===== src/rtl/fnd_pkg.sv =====
// Shared FND scan definitions: active-low segment codes, digit-select codes
// and the scan FSM state encoding.
package fnd_pkg;

  // Segment patterns, active-low {dp,g,f,e,d,c,b,a}, dp off
  localparam logic [7:0] SEG_0 = 8'hC0;
  localparam logic [7:0] SEG_1 = 8'hF9;
  localparam logic [7:0] SEG_2 = 8'hA4;
  localparam logic [7:0] SEG_3 = 8'hB0;
  localparam logic [7:0] SEG_4 = 8'h99;
  localparam logic [7:0] SEG_5 = 8'h92;
  localparam logic [7:0] SEG_6 = 8'h82;
  localparam logic [7:0] SEG_7 = 8'hF8;
  localparam logic [7:0] SEG_8 = 8'h80;
  localparam logic [7:0] SEG_9 = 8'h90;

  localparam logic [3:0] COM_D0 = 4'b1110;
  localparam logic [3:0] COM_D1 = 4'b1101;
  localparam logic [3:0] COM_D2 = 4'b1011;
  localparam logic [3:0] COM_D3 = 4'b0111;

  typedef logic [1:0] fnd_state_t;
  localparam fnd_state_t ST_IDLE   = 2'd0;
  localparam fnd_state_t ST_SETTLE = 2'd1;
  localparam fnd_state_t ST_HOLD   = 2'd2;

  function automatic logic com_is_valid(input logic [3:0] com);
    return (com == COM_D0) || (com == COM_D1) || (com == COM_D2) || (com == COM_D3);
  endfunction

endpackage


===== src/rtl/seg7_decode.sv =====
// Active-low 7-segment pattern to BCD digit; dp is ignored, unknown patterns miss.
module seg7_decode
  import fnd_pkg::*;
(
  input  logic [7:0] i_seg,
  output logic [3:0] o_digit,
  output logic       o_hit
);

  logic [7:0] w_pat;
  assign w_pat = i_seg | 8'h80;

  always_comb begin
    o_digit = 4'd0;
    o_hit   = 1'b1;
    case (w_pat)
      SEG_0:   o_digit = 4'd0;
      SEG_1:   o_digit = 4'd1;
      SEG_2:   o_digit = 4'd2;
      SEG_3:   o_digit = 4'd3;
      SEG_4:   o_digit = 4'd4;
      SEG_5:   o_digit = 4'd5;
      SEG_6:   o_digit = 4'd6;
      SEG_7:   o_digit = 4'd7;
      SEG_8:   o_digit = 4'd8;
      SEG_9:   o_digit = 4'd9;
      default: o_hit   = 1'b0;
    endcase
  end

endmodule


===== src/rtl/fnd_scan_decoder.sv =====
// Recovers the sec/hundredths value from a multiplexed 4-digit FND drive by
// waiting for each digit select to settle, sampling it, and assembling frames.
module fnd_scan_decoder
  import fnd_pkg::*;
#(
  parameter int unsigned SETTLE_CYC = 4,
  parameter int unsigned STALE_CYC  = 1_000_000
)(
  input  logic       clk,
  input  logic       rst,
  input  logic [3:0] fnd_com,
  input  logic [7:0] fnd_data,
  output logic [6:0] msec,
  output logic [5:0] sec,
  output logic       frame_valid,
  output logic       frame_err,
  output logic       stale
);

  localparam int unsigned   STW         = $clog2(STALE_CYC + 1);
  localparam logic [7:0]    SETTLE_LAST = 8'(SETTLE_CYC);
  localparam logic [STW-1:0] STALE_MAX  = STW'(STALE_CYC);

  fnd_state_t       r_state, w_state_nxt;
  logic [3:0]       r_code;
  logic [7:0]       r_cnt, w_cnt_nxt;
  logic             w_sample;
  logic [3:0]       r_mask, w_mask_nxt;
  logic             r_bad, w_bad_nxt;
  logic [3:0][3:0]  r_dig, w_dig;
  logic [STW-1:0]   r_stale_cnt, w_stale_nxt;
  logic             w_com_ok;
  logic [1:0]       w_idx;
  logic [3:0]       w_dec_digit;
  logic             w_dec_hit;
  logic             w_done, w_frame_ok;
  logic [6:0]       w_msec7, w_sec7;

  seg7_decode u_dec (
    .i_seg   (fnd_data),
    .o_digit (w_dec_digit),
    .o_hit   (w_dec_hit)
  );

  assign w_com_ok = com_is_valid(fnd_com);

  always_comb begin
    w_idx = 2'd0;
    case (fnd_com)
      COM_D1:  w_idx = 2'd1;
      COM_D2:  w_idx = 2'd2;
      COM_D3:  w_idx = 2'd3;
      default: w_idx = 2'd0;
    endcase
  end

  // A new valid code (from any state) counts as the first settled cycle.
  always_comb begin
    w_state_nxt = r_state;
    w_cnt_nxt   = r_cnt;
    w_sample    = 1'b0;
    if (!w_com_ok) begin
      w_state_nxt = ST_IDLE;
      w_cnt_nxt   = 8'd0;
    end else if (r_state == ST_IDLE || fnd_com != r_code) begin
      w_state_nxt = ST_SETTLE;
      w_cnt_nxt   = 8'd1;
    end else if (r_state == ST_SETTLE) begin
      w_cnt_nxt = r_cnt + 8'd1;
    end
    if (w_state_nxt == ST_SETTLE && w_cnt_nxt == SETTLE_LAST) begin
      w_sample    = 1'b1;
      w_state_nxt = ST_HOLD;
    end
  end

  always_comb begin
    w_dig = r_dig;
    if (w_sample) w_dig[w_idx] = w_dec_digit;
  end

  assign w_mask_nxt = r_mask | (w_sample ? ~fnd_com : 4'b0000);
  assign w_bad_nxt  = r_bad | (w_sample & ~w_dec_hit);
  assign w_done     = w_sample && (w_mask_nxt == 4'b1111);
  assign w_msec7    = 7'(w_dig[1]) * 7'd10 + 7'(w_dig[0]);
  assign w_sec7     = 7'(w_dig[3]) * 7'd10 + 7'(w_dig[2]);
  assign w_frame_ok = w_done && !w_bad_nxt && (w_sec7 <= 7'd59);

  assign w_stale_nxt = w_frame_ok ? '0 :
                       (r_stale_cnt == STALE_MAX) ? r_stale_cnt : r_stale_cnt + STW'(1);

  always_ff @(posedge clk or negedge rst) begin
    if (!rst) begin
      r_state     <= ST_IDLE;
      r_code      <= 4'hF;
      r_cnt       <= '0;
      r_mask      <= '0;
      r_bad       <= 1'b0;
      r_dig       <= '0;
      r_stale_cnt <= '0;
      msec        <= '0;
      sec         <= '0;
      frame_valid <= 1'b0;
      frame_err   <= 1'b0;
      stale       <= 1'b0;
    end else begin
      r_state     <= w_state_nxt;
      r_cnt       <= w_cnt_nxt;
      if (w_com_ok) r_code <= fnd_com;
      r_dig       <= w_dig;
      r_mask      <= w_done ? 4'b0000 : w_mask_nxt;
      r_bad       <= w_done ? 1'b0 : w_bad_nxt;
      frame_valid <= w_frame_ok;
      frame_err   <= w_done & ~w_frame_ok;
      if (w_frame_ok) begin
        msec <= w_msec7;
        sec  <= w_sec7[5:0];
      end
      r_stale_cnt <= w_stale_nxt;
      stale       <= (w_stale_nxt == STALE_MAX);
    end
  end

endmodule


===== config.mk =====
export PLATFORM = sky130hd
export DESIGN_NAME = fnd_scan_decoder
export DESIGN_NICKNAME = d
export VERILOG_FILES = /design/src/rtl/fnd_pkg.sv /design/src/rtl/seg7_decode.sv /design/src/rtl/fnd_scan_decoder.sv
export SDC_FILE = /design/constraint.sdc
export NUM_CORES = 1
export LEC_CHECK = 0
export CORE_MARGIN = 2
export CORE_UTILIZATION = 30
export CTS_BUF_LIST = sky130_fd_sc_hd__clkbuf_16
export DETAILED_ROUTE_END_ITERATION = 8
export REMOVE_ABC_BUFFERS = 1
export SYNTH_ARGS = -nofsm -noshare
export SYNTH_HDL_FRONTEND = slang
export SYNTH_SLANG_ARGS = --single-unit
export TNS_END_PERCENT = 5

===== constraint.sdc =====
create_clock -name clk -period 4.6 [get_ports clk]
set_clock_uncertainty 0.1 [all_clocks]
set_input_delay 0.69 -clock clk [delete_from_list [all_inputs] [get_ports clk]]
set_output_delay 0.69 -clock clk [all_outputs]
set_load 0.02 [all_outputs]

==> summary.txt, run 1 <==
Run status
  • Status: finished, violations left
  • Violated checks: setup timing

Timing
  • Final TNS setup: -341 ps
  • # setup viols final: 11
  • Min Tclk post-route: between 4000 and 5000 ps
  • Max-slew headroom: between 30% and 40%
  • Final setup margin: -39.5 ps
  • Fmax: ~220 MHz
  • Fin. max-slew vios: 0
  • RSZ-0062 raised after global routing: true
  • Hold Vio Cnt, Final: 0
  • Worst Tran Pin Value: roughly 920 ps
  • Crit share post-route: 101%

Layout
  • Layout area overhead: 41.2%
  • Commonest cells after routing, fill and taps aside: buf_4, dfrtp_1, nor2_1
  • Area of the multi-input gates: between 2000 and 3000 um^2
  • Layout cell share with drive strength beyond 1: 35.4%
  • Post-layout instance count excluding filler cells: 733
  • # nets final: a little under 600
  • Most common cell after layout, fill and taps aside: buf_4
  • N_diodes: 0
  • FILL cells: between 1000 and 1500
  • Register area: around 1800 um^2

Pwr
  • Pleak: between 2 and 3 nW
  • Comb pwr share: between 10 and 15%
  • Max VDD drop: between 200 and 300 uV
  • Flop pwr share: ~44%
  • Clock power share: a little under half
  • Switch share: between 20% and 30%
  • PwrDens: between 200 and 250 nW/um^2
  • Pint: 1.13 mW
  • NetSw: roughly 320 uW
  • Pwr Total: roughly 1.5 mW

CTS
  • Clk buf depth: 2
  • CTS tree: yes
  • Insertion delay to the later sink of the worst-skew pair: between 300 and 400 ps
  • Clock transition at path regs: around 60 ps
  • H-tree depth: 3
  • CTS Sinks: 71
  • CTS root buffer: clkbuf_16
  • Total CTS buffers: 9
  • Hold buffer count at cts: 0

Die
  • Die footprint: roughly 15000 um^2
  • Starting density of the core: 30.7%
  • Core Box Area: about 14000 um^2
  • Width of the die: 124 um
  • # rows: 43
  • Die height: 124 um
  • # IOs: 30

Synthesis
  • FFs w/ async S/R, synth: 100%
  • Synth Warn #: 0
  • Sequential-to-total area share from yosys stat: between 40% and 50%
  • Synth Cell Area: ~4300 um^2
  • Area leader, netlist: dfrtp_1
  • Flops & latches, synth: 71
  • Post-synth EDFFs: 0
  • Cells after Synth: about 420
  • Top cell type's share of synthesized area: approximately two fifths
  • Largest cells by area after synthesis: dfrtp_1, mux2_2, nor2_1, xnor2_1, ha_1
  • Syn_area_per_cell: about 10 um^2
  • Top_reg_cell synth: dfrtp_1
  • Cell variety after synth: 64

Global routing
  • GRT Total Usage: 14.6%
  • Initial antenna violation count: 0
  • Largest net degree at the start of global routing: slightly above 40
  • Vias in the first global route: around 3700
  • First-pass GRT wire length: between 15000 and 20000 um
  • Gr ovfl total: 0

Detailed routing
  • DRT Pass-1 Iters: 4
  • ANT nets after route: 0
  • Drc violations: 0
  • Initial drt markers: 206
  • Routed len/inst: between 10 and 15 um
  • DR vias/cell: between 4 and 5
  • Detailed Route WL: 10400 um
  • Via count: roughly 3500

Setup path
  • CP max FO: 6
  • Worst Setup End Kind: flop
  • Crit start category: input pin
  • Crit Path Category: input pin to flop
  • Slowest CP cell: fa_2
  • Critical path origin: fnd_com[1]
  • Family with the most delay on the worst path: adder cells
  • Worst reg2reg startpoint: r_cnt[1]$_DFF_PN0_
  • Max incr delay on CP: 550 ps
  • Crit path DAT: around 4800 ps
  • Worst reg2reg path endpoint: msec[0]$_DFFE_PN0N_
  • R2r setup slk: about 10 ps
  • Worst-path cell chain: buf_8 -> and3_4 -> o41ai_4 -> o311ai_4 -> nor4_4 -> buf_4 -> mux2_4 -> ha_4 -> ha_4 -> fa_2 -> xnor2_2 -> a311oi_2 -> nand3b_1 -> mux2i_4 -> buf_12 -> mux2_4
  • R2R depth: 15
  • Worst path required time: 4710 ps
  • Buf/Inv on CP: 3

Run
  • Maxcap violations: 0

Place
  • Placed cell count: just under 700
  • GPL Wtd Cong: about 0.85
  • Port bufs: 28
  • DP HPWL: 6960 um

Worst hold path
  • Worst Hold Class: input pin to async pin
[what timing repair did]
| item | 4_1_cts | 5_1_grt |
|---|---|---|
| resized for setup | 51 | 28 |
| setup buffers | 40 | 4 |
| pin swaps | 21 | 13 |
| cloned | 1 | 0 |
| endpoints found under the setup margin | 35 | 45 |
[flip-flops by register name, summed over array words and instances (netlist names)]
register	flops
r_stale_cnt	20
r_dig	16
r_cnt	8
msec	7
sec	6
r_code	4
r_mask	4
r_state	2
frame_err	1
frame_valid	1
r_bad	1
stale	1
[cells by family after synthesis]
logic type	count (synthesis)	synth area share [%]
AO/OA/AOI/OAI	50	8.73
AND/OR/NAND/NOR	163	20.4
flip-flops	71	41.6
XOR/XNOR	43	8.79
multiplexers	36	10.1
buffers and inverters	39	4.18
adder cells (fa/ha/maj)	19	6.25
[layer usage]
layer / share of wire (%) / track usage [%]
met1: 42 / 16.8
met2: 53 / 26.9
met3: 3.1 / 4.01
met4: 1.4 / 3.48
met5: 0 / 0
[synthesized netlist by cell type (7+ instances only)]
| library cell | count |
|---|---|
| xor2_1 | 20 |
| dfrtp_1 | 67 |
| nand2_1 | 26 |
| inv_1 | 21 |
| nand3_1 | 10 |
| nor3_1 | 8 |
| mux2_2 | 21 |
| and3_1 | 8 |
| clkbuf_1 | 11 |
| a21oi_1 | 13 |
| ha_1 | 15 |
| o21ai_0 | 10 |
| nor2_1 | 55 |
| nand4_1 | 9 |
| xnor2_1 | 23 |
| mux2i_1 | 7 |
[power by group through the flow]
| stage | clock (mW) | combinational (mW) | sequential (mW) |
|---|---|---|---|
| 2_1_floorplan | 0 | 0.0403 | 0.654 |
| 3_3_place_gp | 0 | 0.0978 | 0.655 |
| 3_5_place_dp | 0 | 0.0995 | 0.656 |
| 4_1_cts | 0.683 | 0.139 | 0.646 |
| 5_1_grt | 0.711 | 0.160 | 0.648 |
| 6_report | 0.662 | 0.148 | 0.647 |
[worst max path at each step]
stage                          end  depth (start not counted)
6_report       msec[0]$_DFFE_PN0N_                         16
5_1_grt        msec[5]$_DFFE_PN0N_                         16
4_1_cts        msec[3]$_DFFE_PN0N_                         19
3_5_place_dp    sec[0]$_DFFE_PN0N_                         17
3_3_place_gp    sec[1]$_DFFE_PN0N_                         17
2_1_floorplan   sec[0]$_DFFE_PN0N_                         14
[through the flow]
stage / area [um^2] / setup WS [ps] / util, % / hold slack [ps]
2_1_floorplan: 4180 / -712 / - / 294
3_3_place_gp: 5170 / -758 / 37.1 / 379
5_1_grt: 6050 / -146 / 43.4 / 416
4_1_cts: 5910 / -125 / 42.4 / 402
3_5_place_dp: 5170 / -895 / 37.1 / 387
6_report: 6050 / -39.5 / 43.4 / 392
[area by class of cell]
class                           instances  share of cell area (%)
Multi-Input combinational cell        311                    42.2
Sequential cell                        71                    29.4
Timing Repair Buffer                  134                    18.6
Clock buffer                            9                    3.72
Tap cell                              180                    3.72
Inverter                               21                    1.30
Clock inverter                          7                   0.951
No activity file was read; power rests on OpenSTA's default activity.
==> run 2, diff against run 1 <==
--- a/config.mk
+++ b/config.mk
@@ -10,6 +10,7 @@
 export CTS_BUF_LIST = sky130_fd_sc_hd__clkbuf_16
 export DETAILED_ROUTE_END_ITERATION = 8
 export REMOVE_ABC_BUFFERS = 1
+export SLEW_MARGIN = 0
 export SYNTH_ARGS = -nofsm -noshare
 export SYNTH_HDL_FRONTEND = slang
 export SYNTH_SLANG_ARGS = --single-unit
==> results of run 2 <==
Same layout as run 1: the final DEF is identical, and so are final timing and power.
